`src/rtl/ncpu32k_pc_gen.sv`:
```
// Fetch PC sequencer: issues word-aligned fetch requests, tracks in-flight PCs,
// queries the branch predictor on each response and handles redirects/flushes.
module ncpu32k_pc_gen #(
    parameter int              AW         = 32,
    parameter logic [AW-3:0]   RST_VECTOR = '0,
    parameter int              MAX_OUTST  = 2
) (
    input  logic          clk,
    input  logic          rst,
    output logic          ifu_req_valid,
    input  logic          ifu_req_ready,
    output logic [AW-3:0] ifu_req_pc,
    input  logic          ifu_rsp_valid,
    input  logic          ifu_rsp_jmprel,
    output logic          ifu_rsp_keep,
    output logic          bpu_rd,
    output logic [AW-3:0] bpu_insn_pc,
    output logic          bpu_jmprel,
    input  logic          bpu_jmprel_taken,
    input  logic [AW-3:0] bpu_jmp_tgt,
    input  logic          flush_valid,
    input  logic [AW-3:0] flush_pc
);
    localparam int PW = AW - 2;

    typedef enum logic [0:0] {ST_BOOT, ST_RUN} state_t;

    state_t        state_r, state_nxt_s;
    logic [PW-1:0] pc_r, pc_nxt_s;
    logic [2:0]    outst_r, outst_pop_s, outst_nxt_s;
    logic [2:0]    drop_r, drop_nxt_s;
    // Four slots cover the largest legal MAX_OUTST; pointers wrap naturally.
    logic [PW-1:0] fifo_r [4];
    logic [1:0]    wptr_r, rptr_r;

    logic req_valid_s, accept_s, rsp_fire_s, keep_s, taken_s;

    // Next-state and handshake decode
    always_comb begin
        state_nxt_s = state_r;
        case (state_r)
            ST_BOOT: state_nxt_s = ST_RUN;
            ST_RUN:  state_nxt_s = ST_RUN;
            default: state_nxt_s = ST_BOOT;
        endcase

        req_valid_s = (state_r == ST_RUN) && (outst_r < 3'(MAX_OUTST));
        accept_s    = req_valid_s & ifu_req_ready;
        // A response with no request in flight is ignored here and flagged by the checker.
        rsp_fire_s  = ifu_rsp_valid & (outst_r != 3'd0);
        keep_s      = rsp_fire_s & (drop_r == 3'd0) & ~flush_valid;
        taken_s     = keep_s & ifu_rsp_jmprel & bpu_jmprel_taken;

        outst_pop_s = outst_r - {2'b00, rsp_fire_s};
        outst_nxt_s = outst_pop_s + {2'b00, accept_s};

        if (flush_valid || taken_s) begin
            drop_nxt_s = outst_nxt_s;
        end else if (rsp_fire_s && (drop_r != 3'd0)) begin
            drop_nxt_s = drop_r - 3'd1;
        end else begin
            drop_nxt_s = drop_r;
        end

        if (flush_valid) begin
            pc_nxt_s = flush_pc;
        end else if (taken_s) begin
            pc_nxt_s = bpu_jmp_tgt;
        end else if (accept_s) begin
            pc_nxt_s = pc_r + PW'(1);
        end else begin
            pc_nxt_s = pc_r;
        end
    end

    // Sequencer state, PC and in-flight PC FIFO
    always_ff @(posedge clk or posedge rst) begin
        if (rst) begin
            state_r <= ST_BOOT;
            pc_r    <= RST_VECTOR;
            outst_r <= 3'd0;
            drop_r  <= 3'd0;
            wptr_r  <= 2'd0;
            rptr_r  <= 2'd0;
            for (int i = 0; i < 4; i++) begin
                fifo_r[i] <= '0;
            end
        end else begin
            state_r <= state_nxt_s;
            pc_r    <= pc_nxt_s;
            outst_r <= outst_nxt_s;
            drop_r  <= drop_nxt_s;
            if (accept_s) begin
                fifo_r[wptr_r] <= pc_r;
                wptr_r         <= wptr_r + 2'd1;
            end
            if (rsp_fire_s) begin
                rptr_r <= rptr_r + 2'd1;
            end
        end
    end

    assign ifu_req_valid = req_valid_s;
    assign ifu_req_pc    = pc_r;
    assign ifu_rsp_keep  = keep_s;
    assign bpu_rd        = keep_s;
    assign bpu_insn_pc   = keep_s ? fifo_r[rptr_r] : '0;
    assign bpu_jmprel    = keep_s & ifu_rsp_jmprel;

    ncpu32k_pc_gen_chk u_chk (
        .clk       (clk),
        .rst       (rst),
        .rsp_valid (ifu_rsp_valid),
        .outst     (outst_r),
        .drop      (drop_r)
    );
endmodule

// Protocol/invariant checker for the PC sequencer.
module ncpu32k_pc_gen_chk (
    input logic       clk,
    input logic       rst,
    input logic       rsp_valid,
    input logic [2:0] outst,
    input logic [2:0] drop
);
    a_rsp_nonempty: assert property (@(posedge clk) disable iff (rst) rsp_valid |-> (outst != 3'd0))
        else $error("response with no request in flight");
    a_drop_le_outst: assert property (@(posedge clk) disable iff (rst) drop <= outst)
        else $error("drop count exceeds in-flight count");
endmodule
```
`config.mk`:
```
export PLATFORM = sky130hd
export DESIGN_NAME = ncpu32k_pc_gen
export DESIGN_NICKNAME = d
export VERILOG_FILES = /design/src/rtl/ncpu32k_pc_gen.sv
export SDC_FILE = /design/constraint.sdc
export NUM_CORES = 1
export LEC_CHECK = 0
export ABC_AREA = 1
export CORE_MARGIN = 4
export CORE_UTILIZATION = 35
export DETAILED_ROUTE_END_ITERATION = 7
export GPL_ROUTABILITY_DRIVEN = 1
export HOLD_SLACK_MARGIN = 0.08
export SYNTH_ARGS = -nofsm -noshare
export SYNTH_HDL_FRONTEND = slang
export SYNTH_SLANG_ARGS = --single-unit
```
`constraint.sdc`:
```
create_clock -name clk -period 7 [get_ports clk]
set_input_delay 1.4 -clock clk [delete_from_list [all_inputs] [get_ports clk]]
set_output_delay 1.4 -clock clk [all_outputs]
set_load 0.01 [all_outputs]
```
=== Word-level counts from Yosys, hierarchy flattened ===
Cells that the tools add are included.

* Mux-type cells: 12
* Bitwise gates (word level): 9
* Magnitude comparators: 4
* Reduce and logical (&&, ||, !) cells: 9
* Add/sub/neg operators: 6

{| class="wikitable"
|+ Operators with widths
! operator !! number
|-
| 2-to-1 mux 30 bit || 7
|-
| bitwise mux 120 bit || 1
|-
| binary-select mux 30 bit (select 2 bit) || 1
|-
| demux 30 bit (select 2 bit) || 1
|-
| adder 30 x 1 -> 30 bit (second input constant) || 1
|-
| nonzero test 3 bit || 3
|-
| AND 1 bit || 6
|-
| greater-or-equal comparator 3 bit (second input constant) || 2
|-
| 2-to-1 mux 3 bit || 2
|-
| NOT 2 -> 3 bit || 2
|-
| adder 2 x 1 -> 2 bit (second input constant) || 2
|-
| adder 3 x 1 -> 3 bit || 1
|-
| logical AND 1 bit || 3
|-
| logical NOT 3 bit || 1
|-
| less-than comparator 3 x 1 -> 1 bit (second input constant) || 1
|-
| less-than comparator 3 x 2 -> 1 bit (second input constant) || 1
|-
| subtractor 3 x 1 -> 3 bit || 1
|-
| subtractor 3 x 1 -> 3 bit (second input constant) || 1
|-
| nonzero test 2 bit || 1
|-
| logical OR 1 bit || 1
|-
| NOT 1 bit || 1
|}

* Register bits after elaboration: 161
* Logic and storage cells: 50
* Input bits: 67

=== Longest topological paths before layout ===
* Depth after elaboration: 8
* Depth in mapped cells: 13
* Gate-level depth less buffers: 12

=== Worst setup path before layout ===
OpenSTA, ideal clock, no wires.

* Path type: input to output
* From: in flush_valid
* To: out bpu_insn_pc[20]
* Arrival: 2.315 ns
* Path slack: 3.285 ns
* Stages on the path: 7
* Data required time: 5.600 ns
* Cell sequence: inv_2 > nand2_2 > nor2_4 > buf_2 > buf_2 > nand2_1 > inv_1

* Longest elaborated chain between the ends: 3

{| class="wikitable"
|+ Ends and longest elaborated chain
! element !! line !! source
|-
| start: declaration || 21 || <nowiki>input logic flush_valid,</nowiki>
|-
| NOT 1 bit || 51 || <nowiki>keep_s = rsp_fire_s & (drop_r == 3'd0) & ~flush_valid;</nowiki>
|-
| AND 1 bit || 51 ||
|-
| named net bpu_rd || 16 || <nowiki>output logic bpu_rd,</nowiki>
|-
| 2-to-1 mux 30 bit || 107 || <nowiki>assign bpu_insn_pc = keep_s ? fifo_r[rptr_r] : '0;</nowiki>
|-
| end: declaration || 17 || <nowiki>output logic [AW-3:0] bpu_insn_pc,</nowiki>
|}

The timed path passes the listed nets, and every way through them passes these cells.

=== Final worst setup path ===
* From: in flush_valid
* To: out bpu_insn_pc[22]

* Longest elaborated chain between the ends: 3

{| class="wikitable"
|+ Ends and longest elaborated chain
! element !! line
|-
| NOT 1 bit || 51
|-
| AND 1 bit || 51
|-
| 2-to-1 mux 30 bit || 107
|}

Every way passes these cells.

==> metrics.txt <==
first-pass GRT wire length 40500 µm; Mapped Cells 1201; Yosys cell types 28; Via density 4.84; M1 GR Usage 0.253; Synth Area in Adders 0.0167; endpoints failing hold 0; WP data arrival 3.72 ns; post-DR wirelength/cell 15.1 µm; R2R cell count 13; setup tns final 0 ns; post-synth net total 1279; layout cells sized above 1 0.0560; crit path kind input pin to output pin; Synth Area in Compound Gates 0.123; P_leak 5.16 nW; R2R Setup Slk 3.70 ns; Hold Path Class flop to flop; largest net degree at the start of global routing 77; # hold bufs at CTS 0; Sink Count 161; filler instances 2537; Initial Utilization 0.357; XOR/XNOR share of the synthesized area 0.0121; post-CTS sizing 0; Main synth FF type dfrtp_1; die area 27500 µm²; Synth area leader dfrtp_1; Crit path required time 5.60 ns; RSZ-0062 raised after global routing no; top-area cell type share of the netlist area 0.462; met2 Usage GRT 0.282; Ports 131; Tmin final 5.12 ns; dpl ws 1.84 ns; fmax 195 MHz; Die H 166 µm; Worst-Skew Late Latency 0.43 ns; Worst-Margin Slew 1.01 ns; global route overflow 0; DRT iter0 DRCs 519; Die Wd 166 µm; core box area 24400 µm²; max_cap viols 0; final setup vio count 0; WHS Path Cells 2; clock tree from TritonCTS built; Port Buffers 130; Post-Route WL 24600 µm; Final GP Congestion 0.817; post-DP HPWL 16300 µm; Cell Area, Placed 10200 µm²; initial antenna violation count 0; CP Max Fanout 33; vias in the first global route 7700; sequential area share after synthesis 0.462; Async SR Flop Fraction 1.00; Final Cycle Share 0.731; Nets 1369; Setup Buffers After CTS 0; Final Cell Area 10800 µm²; antenna cells 0; yosys warns 0; post-synthesis mux area share 0; routed vias 7876; largest family of logic cells by synthesized area simple AND/OR/NAND/NOR gates; post-synthesis simple-gate area fraction 0.309; EDFF count, synth 0; Design Power 3.89 mW; Max Slew Vio Count 0; Setup WS post-layout 1.88 ns; global-route track usage on met3 0.0407; # H-tree levels 4; status finished, final reports clean; worst-case clock buffer depth 2; Slew HR 0.328; synthesized area per cell 7.26 µm²; Most Crowded Layer GR met2; Root Buffer clkbuf_16; Mapped Area 8710 µm²; Post-DRT Antenna Nets 0; crit path launch type input pin; Crit. End Element output pin; Setup Skew 0.00708 ns; DRC violations left 0; pwr dens 361 nW/µm²; Area contributors post-synth dfrtp_1, nand2_1, o21ai_0, nor2_1, inv_1; first drt pass iteration count 5; # rows 57; Peak VDD IR 175 µV; total CTS buffers 17; clk slew on worst S/H paths 0.06 ns; GRT Overall Usage 0.179; post-synthesis register bit count 161; Area Overhead vs Synth 23.7%
==> routing by layer <==
metal / up-vias / wire, µm
met3: 24 / 1130
met2: 173 / 11100
met1: 3670 / 12100
met4: 0 / 287
met5: - / 0
li1: 4009 / -
==> registers in the layout, indices dropped and copies added, names as in the netlist <==
signal / cells
fifo_r: 120
ifu_req_pc: 30
drop_r: 3
outst_r: 3
rptr_r: 2
wptr_r: 2
state_r: 1
==> worst paths after layout <==
| kind | endpoint | startpoint |
|---|---|---|
| max | bpu_insn_pc[22] | flush_valid |
| min | fifo_r[40] | fifo_r[40] |
| max reg2reg | ifu_req_pc[15] | drop_r[0] |
| min reg2reg | fifo_r[40] | fifo_r[40] |
| max in group asynchronous | fifo_r[106] | rst |
| min in group asynchronous | fifo_r[6] | rst |
==> layout by cell type (no fill, tap or decap), drive strengths merged <==
cell	n
fa	1
clkinvlp	4
clkdlybuf4s50	130
bufinv	2
nand3	52
nand4	20
nand2	377
o32ai	30
nor2	198
o21ai	162
conb	1
xor2	11
dfrtp	161
ha	10
or2	12
clkbuf	21
xnor2	1
inv	91
clkinv	5
nor3b	1
and2	1
buf	12
==> cell families after synthesis <==
family	count (synthesis)
and+or+nand+nor	661
AOI/OAI and AO/OA	192
buffers and inverters	163
DFF	161
xor gates and xnor gates	12
adders and majority gates	11
other	1
==> cell type report <==
class                      instances  area, µm²  share of cell area
multi-input combinational        877       4020               0.373
timing repair buffer             142       1390               0.129
clock inverter                    10        110              0.0102
tap                              324        405              0.0376
sequential                       161       4030               0.374
clock buffer                      21        470              0.0437
inverter                          92        350              0.0325
==> power by group <==
part           leakage [nW]  switching (mW)  total, mW  internal [mW]
combinational          2.81           0.857       1.43          0.569
sequential             2.07           0.265       1.55           1.28
clock                 0.277           0.373      0.921          0.548
==> worst max-delay path, cell delays in order <==
cell	delay [ns]
clkdlybuf4s50_1	0.63
inv_2	0.15
nand2_2	0.08
nor2_4	0.69
nand2_1	0.14
inv_1	0.08
clkdlybuf4s50_1	0.53
==> metrics by stage <==
step | cells | hold WS (ns) | util
final | 1627 | 0.480 | 0.442
after floorplan | 1201 | 0.448 | -
after detailed placement | 1596 | 0.467 | 0.418
after global placement | 1596 | 0.461 | 0.418
after CTS | 1627 | 0.482 | 0.442
after global routing | 1627 | 0.494 | 0.442
==> cells in the mapped netlist (10+ instances only) <==
library cell,count
inv_1,87
nand3_1,51
nor2_1,189
or2_2,12
dfrtp_1,161
o32ai_1,30
xor2_1,11
clkbuf_1,48
nand4_1,20
buf_2,16
nand2_1,373
ha_1,10
o21ai_0,162
No activity file was read; power rests on OpenSTA's default activity.
